<file path="src/rtl/pulse_proto_pkg.sv">
// Shared definitions for the pulse-distance link: FSM state encoding, default
// timing (matching rx) and a frame-length helper.
package pulse_proto_pkg;

    typedef enum logic [3:0] {
        ST_IDLE         = 4'd0,
        ST_SYNC_BURST   = 4'd1,
        ST_SYNC_SILENCE = 4'd2,
        ST_BIT_BURST    = 4'd3,
        ST_BIT_SILENCE  = 4'd4,
        ST_FINAL_BURST  = 4'd5
    } tx_state_e;

    localparam int DEF_SBD            = 1000;
    localparam int DEF_SSD            = 1000;
    localparam int DEF_BBD            = 500;
    localparam int DEF_BSD0           = 250;
    localparam int DEF_BSD1           = 500;
    localparam int DEF_WIDTH          = 128;
    localparam int DEF_CARRIER_PERIOD = 4;

    function automatic int max_dur(input int a, input int b, input int c,
                                   input int d, input int e);
        int m;
        m = a;
        if (b > m) m = b;
        if (c > m) m = c;
        if (d > m) m = d;
        if (e > m) m = e;
        return m;
    endfunction

    // Cycles from accept to the done edge for a code containing n_ones set bits.
    function automatic int frame_cycles(input int sbd, input int ssd, input int bbd,
                                        input int bsd0, input int bsd1,
                                        input int width, input int n_ones);
        return sbd + ssd + width * bbd + n_ones * bsd1 + (width - n_ones) * bsd0 + bbd;
    endfunction

endpackage

</file>
<file path="src/rtl/pulse_timer.sv">
// Load-and-count-down duration counter; expired_out is high while the count reads zero.
module pulse_timer
    import pulse_proto_pkg::*;
#(
    parameter int W = 10
) (
    input  logic         clk_in,
    input  logic         rst_in,
    input  logic         load_in,
    input  logic [W-1:0] value_in,
    output logic         expired_out
);

    logic [W-1:0] r_count;

    always_ff @(posedge clk_in) begin
        if (rst_in) begin
            r_count <= '0;
        end else if (load_in) begin
            r_count <= value_in;
        end else if (r_count != '0) begin
            r_count <= r_count - W'(1);
        end
    end

    assign expired_out = (r_count == '0);

endmodule

</file>
<file path="src/rtl/pulse_tx.sv">
// Pulse-distance transmitter: sync burst/silence, MSB-first bit bursts with
// 0/1-dependent silences, closing burst. Optional carrier via PULSE_TX_CARRIER_EN.
module pulse_tx
    import pulse_proto_pkg::*;
#(
    parameter int SBD            = DEF_SBD,
    parameter int SSD            = DEF_SSD,
    parameter int BBD            = DEF_BBD,
    parameter int BSD0           = DEF_BSD0,
    parameter int BSD1           = DEF_BSD1,
    parameter int WIDTH          = DEF_WIDTH,
    parameter int CARRIER_PERIOD = DEF_CARRIER_PERIOD
) (
    input  logic             clk_in,
    input  logic             rst_in,
    input  logic [WIDTH-1:0] code_in,
    input  logic             trigger_in,
    output logic             signal_out,
    output logic             busy_out,
    output logic             done_out,
    output logic [3:0]       state_out
);

    localparam int DUR_MAX = max_dur(SBD, SSD, BBD, BSD0, BSD1);
    localparam int CW      = (DUR_MAX > 1) ? $clog2(DUR_MAX) : 1;
    localparam int BW      = $clog2(WIDTH + 1);

    localparam logic [CW-1:0] L_SBD  = CW'(SBD - 1);
    localparam logic [CW-1:0] L_SSD  = CW'(SSD - 1);
    localparam logic [CW-1:0] L_BBD  = CW'(BBD - 1);
    localparam logic [CW-1:0] L_BSD0 = CW'(BSD0 - 1);
    localparam logic [CW-1:0] L_BSD1 = CW'(BSD1 - 1);

    if (SBD < 1 || SSD < 1 || BBD < 1 || BSD0 < 1 || BSD1 < 1 || WIDTH < 1) begin : g_bad_cfg
        $error("pulse_tx: all durations and WIDTH must be >= 1");
    end
    if (CARRIER_PERIOD < 2 || (CARRIER_PERIOD % 2) != 0) begin : g_bad_carrier
        $error("pulse_tx: CARRIER_PERIOD must be even and >= 2");
    end

    tx_state_e        r_state, w_state_next;
    logic [WIDTH-1:0] r_shift;
    logic [WIDTH-1:0] w_shift_next;
    logic [BW-1:0]    r_bits;
    logic             r_bit_sel;
    logic             r_signal;
    logic             r_done;
    logic             w_load;
    logic [CW-1:0]    w_value;
    logic             w_expired;
    logic             w_accept;
    logic             w_burst_next;

    pulse_timer #(.W(CW)) u_timer (
        .clk_in      (clk_in),
        .rst_in      (rst_in),
        .load_in     (w_load),
        .value_in    (w_value),
        .expired_out (w_expired)
    );

    assign w_accept     = (r_state == ST_IDLE) && trigger_in;
    assign w_shift_next = r_shift << 1;
    assign w_burst_next = (w_state_next == ST_SYNC_BURST) || (w_state_next == ST_BIT_BURST) ||
                          (w_state_next == ST_FINAL_BURST);

    // Every transition into a timed phase reloads the timer with that phase's length-1.
    always_comb begin
        w_state_next = r_state;
        w_load       = 1'b0;
        w_value      = '0;
        case (r_state)
            ST_IDLE: if (trigger_in) begin
                w_state_next = ST_SYNC_BURST;
                w_load       = 1'b1;
                w_value      = L_SBD;
            end
            ST_SYNC_BURST: if (w_expired) begin
                w_state_next = ST_SYNC_SILENCE;
                w_load       = 1'b1;
                w_value      = L_SSD;
            end
            ST_SYNC_SILENCE: if (w_expired) begin
                w_state_next = ST_BIT_BURST;
                w_load       = 1'b1;
                w_value      = L_BBD;
            end
            ST_BIT_BURST: if (w_expired) begin
                w_state_next = ST_BIT_SILENCE;
                w_load       = 1'b1;
                w_value      = r_bit_sel ? L_BSD1 : L_BSD0;
            end
            ST_BIT_SILENCE: if (w_expired) begin
                w_state_next = (r_bits == BW'(1)) ? ST_FINAL_BURST : ST_BIT_BURST;
                w_load       = 1'b1;
                w_value      = L_BBD;
            end
            ST_FINAL_BURST: if (w_expired) begin
                w_state_next = ST_IDLE;
            end
            default: w_state_next = ST_IDLE;
        endcase
    end

    always_ff @(posedge clk_in) begin
        if (rst_in) begin
            r_state   <= ST_IDLE;
            r_shift   <= '0;
            r_bits    <= '0;
            r_bit_sel <= 1'b0;
            r_done    <= 1'b0;
        end else begin
            r_state <= w_state_next;
            r_done  <= (r_state == ST_FINAL_BURST) && w_expired;
            if (w_accept) begin
                r_shift <= code_in;
                r_bits  <= BW'(WIDTH);
            end else if (r_state == ST_BIT_SILENCE && w_expired) begin
                r_shift <= w_shift_next;
                r_bits  <= r_bits - BW'(1);
            end
            // Silence length is fixed by the MSB seen as each bit burst begins.
            if (r_state == ST_SYNC_SILENCE && w_expired) begin
                r_bit_sel <= r_shift[WIDTH-1];
            end else if (r_state == ST_BIT_SILENCE && w_expired) begin
                r_bit_sel <= w_shift_next[WIDTH-1];
            end
        end
    end

`ifdef PULSE_TX_CARRIER_EN
    localparam int PW = (CARRIER_PERIOD > 2) ? $clog2(CARRIER_PERIOD) : 1;
    localparam logic [PW-1:0] CAR_LAST = PW'(CARRIER_PERIOD - 1);
    localparam logic [PW-1:0] CAR_HALF = PW'(CARRIER_PERIOD / 2);

    logic [PW-1:0] r_car_cnt;
    logic [PW-1:0] w_car_cnt_next;
    logic          w_burst_entry;

    assign w_burst_entry  = w_burst_next && (w_state_next != r_state);
    assign w_car_cnt_next = (r_car_cnt == CAR_LAST) ? '0 : r_car_cnt + PW'(1);

    // Carrier phase restarts high on every burst entry.
    always_ff @(posedge clk_in) begin
        if (rst_in) begin
            r_car_cnt <= '0;
            r_signal  <= 1'b0;
        end else if (w_burst_entry) begin
            r_car_cnt <= '0;
            r_signal  <= 1'b1;
        end else if (w_burst_next) begin
            r_car_cnt <= w_car_cnt_next;
            r_signal  <= (w_car_cnt_next < CAR_HALF);
        end else begin
            r_car_cnt <= '0;
            r_signal  <= 1'b0;
        end
    end
`else
    always_ff @(posedge clk_in) begin
        if (rst_in) begin
            r_signal <= 1'b0;
        end else begin
            r_signal <= w_burst_next;
        end
    end
`endif

    assign signal_out = r_signal;
    assign busy_out   = (r_state != ST_IDLE);
    assign done_out   = r_done;
    assign state_out  = r_state;

endmodule

</file>
<file path="config.mk">
export PLATFORM = sky130hd
export DESIGN_NAME = pulse_tx
export DESIGN_NICKNAME = d
export VERILOG_FILES = /design/src/rtl/pulse_proto_pkg.sv /design/src/rtl/pulse_timer.sv /design/src/rtl/pulse_tx.sv
export SDC_FILE = /design/constraint.sdc
export NUM_CORES = 1
export LEC_CHECK = 0
export CORE_UTILIZATION = 55
export DETAILED_ROUTE_END_ITERATION = 10
export DONT_BUFFER_PORTS = 1
export MAX_ROUTING_LAYER = met4
export PLACE_DENSITY = 0.71
export SLEW_MARGIN = 20
export SYNTH_ARGS = -nofsm -noshare
export SYNTH_HDL_FRONTEND = slang
export SYNTH_SLANG_ARGS = --single-unit
</file>
<file path="constraint.sdc">
create_clock -name clk_in -period 2.55 [get_ports clk_in]
set_input_delay 0.3825 -clock clk_in [delete_from_list [all_inputs] [get_ports clk_in]]
set_output_delay 0.3825 -clock clk_in [all_outputs]
set_load 0.02 [all_outputs]
</file>
==> run summary <==
Synth Register Bits - 153
Clock Skews - 0.00589 ns
Final setup vio count - 0
Total grt overflow - 0
DP HPWL - 9780 um
Synth top area share - 44.3%
Startpoint Class - flop
Gr usage total - 24.8%
Seq/Total Area, Yosys - 44.3%
Kind of cell adding the most delay to the critical path - simple AND/OR/NAND/NOR gates
Final Max Tran Viols - 0
Clock-pin slew on the worst setup and hold paths - 0.06 ns
H-tree depth - 4
Post-route worst setup slack - 0.288 ns
Mux contribution to synthesized area - 0%
Mapped Nets - 1011
Hold_buf cts - 0
Fin Setup TNS - 0 ns
Synth Area in Adders - 0.725%
Max stage delay cell, worst path - nor3b_1
Met1 usage - 30.9%
Die area - 13000 um^2
Final Critical Period - 2.26 ns
Asr flop ratio synth - 0%
Met3 Usage GRT - 7.25%
# resized after CTS - 0
Multi-input logic area - 3420 um^2
Via count - 5972
Leakage - 2.63 nW
Main combinational cell family by area after synthesis - simple AND/OR/NAND/NOR gates
Synth area leaders - dfxtp_1 44%, a311oi_1 16%, nand2_1 14%
Worst path bufs/invs - 1
WL/cell - 15.4 um
Outcome - finished clean
Hold Vio Cnt, Final - 0
Root Buffer - clkbuf_16
CTS sink count - 153
Compound-gate portion of the synthesized area - 19.7%
Hold Path Class - input port to flop
XOR/XNOR Fraction of Synth Area - 1.78%
Core area - 12100 um^2
Worst relative slew slack - 58.4%
Power per Cell Area - 821 nW/um^2
M2 GR Usage - 37.9%
Total wire length - 15600 um
Max IR drop VDD - 490 uV
FP Rows - 40
Max-cap viol count - 0
Pwr Total - 6.23 mW
I/O Pins - 138
Worst-margin pin slew - 0.615 ns
Arr. time, crit path - 2.53 ns
DRT antenna net count - 0
Largest net degree at the start of global routing - 143
DRC viols - 0
Port Buf Inserts - 0
GR peak layer - met2
Number of fill cells in the layout - 1097
Post-synth EDFFs - 0
CP Capture Type - flop
Synth Instances - 876
Critical path required time - 2.82 ns
Starting Density - 57.0%
CTS Buf Count - 17
Mapped cell area - 6910 um^2
Crit share post-route - 88.7%
Yosys warning count - 0
Simple-gate area share of the yosys netlist - 27.2%
Layout net count - 966
Die width - 114 um
Layout Area Growth over Synthesis - 9.82%
Die Y - 114 um
Critical Path, Cell by Cell - inv_1 -> ha_1 -> nor3b_1 -> nand3_2 -> and3_1 -> a2111oi_4 -> a2111oi_2
Worst-Skew Late Latency - 0.41 ns
Antenna cells - 0
Area occupied by registers - 3060 um^2
Clock buffer depth - 2
CTS tree - done
RSZ-0062 raised after global routing - false
Synth unique cells - 51
CP Class - flop to flop
Initial drt markers - 562
Routed vias/inst - 5.90
Placer Congestion - 0.892
Mean Syn Cell Area - 7.89 um^2
Pre-antenna DRT Iters - 7
Vias in the first global route - 5546
Ys flop type - dfxtp_1
CP max stage delay - 0.44 ns
Share of layout cells above drive strength 1 - 6.16%
Initial antenna violation count - 0
Synth area leader - dfxtp_1
Number of post-CTS setup repair buffers - 0
First-pass GRT wire length - 25400 um
Setup WS pre-CTS - 0.326 ns
FMAX - 442 MHz
Critical-path maximum fanout - 9
==> synth_stat cells, types with 2 or more instances <==
master,instances
nand2_1,266
dfxtp_1,153
nor2_1,148
a311oi_1,127
clkbuf_1,60
buf_6,14
a21oi_1,12
xor2_1,9
nand3_1,8
inv_1,5
nand4_1,5
o21ai_0,5
xnor2_1,5
and3_1,4
ha_1,4
nor3_1,4
buf_1,3
nor2b_1,3
nor3b_1,3
nor4_1,3
a31oi_1,2
nand2b_1,2
nor4b_1,2
o21a_1,2
==> cells by family after synthesis <==
kind of cell	Yosys count
and+or+nand+nor	459
AOI/OAI and AO/OA	161
DFF	153
buffers and inverters	84
xor gates and xnor gates	14
adders and majority gates	4
other	1
==> placed cells by master (no fill, tap or decap), types with 2 or more instances in the layout <==
cell,instances
nor2b_1,3
a21oi_1,12
o21ai_0,5
clkinv_2,4
xnor2_1,5
nor3_1,4
buf_4,5
and3_1,4
ha_1,4
nor4_1,3
a31oi_1,2
clkbuf_8,4
xor2_1,9
nor4b_1,2
nand3_1,7
clkbuf_1,3
dfxtp_1,153
clkbuf_16,17
nand4_1,5
a311oi_1,127
o21a_1,2
nand2b_1,2
inv_1,5
buf_12,10
nor2_1,148
nor3b_1,3
nand2_1,266
bufinv_16,4
==> power by group <==
part	leakage [nW]	internal (mW)	switching (mW)
Sequential	1.26	2.61	0.171
Combinational	1.06	0.349	0.437
Clock	0.314	1.74	0.927
==> worst register-to-register path: stages, from the launching register on <==
cell and delay, ns:
dfxtp_1 0.33, inv_1 0.12, ha_1 0.17, nor3b_1 0.44, nand3_2 0.26, and3_1 0.29
a2111oi_4 0.42, a2111oi_2 0.10
==> registers in the layout (all words and copies together) (netlist names) <==
name	flops
r_bit_sel	1
done_out	1
u_timer.r_count	10
r_shift	128
state_out	4
signal_out	1
r_bits	8
==> cell type report <==
type                            count  share of cell area (%)
Clock buffer                       24                    6.48
Clock inverter                      8                    1.85
Inverter                            5                   0.247
Multi-Input combinational cell    639                    45.1
Sequential cell                   153                    40.4
Tap cell                          168                    2.77
Timing Repair Buffer               15                    3.13
==> per-stage QoR <==
stage	hold slack [ns]	cells	instance area, um^2	util (%)
2_1_floorplan	0.448	876	6910	-
3_3_place_gp	0.459	980	6950	57.4
3_5_place_dp	0.462	980	6950	57.4
4_1_cts	0.0234	1012	7590	62.6
5_1_grt	0.0188	1012	7590	62.6
6_report	0.0386	1012	7590	62.6
==> routing by layer <==
layer | vias up | part of all wire (%)
met5 | - | 0
met4 | 0 | 2.1
met3 | 25 | 6.0
met2 | 170 | 47
met1 | 2806 | 45
li1 | 2971 | -
==> path summary, 6_finish.rpt <==
path	startpoint	end	slack, ns	cells after the start
hold / removal	rst_in	r_shift[98]	0.04	1
setup / recovery	u_timer.r_count[0]	signal_out	0.29	7
hold reg to reg	r_shift[34]	r_shift[34]	0.47	2
setup reg to reg	u_timer.r_count[0]	signal_out	0.29	7
Note: power is estimated with default switching activity, not from simulation.
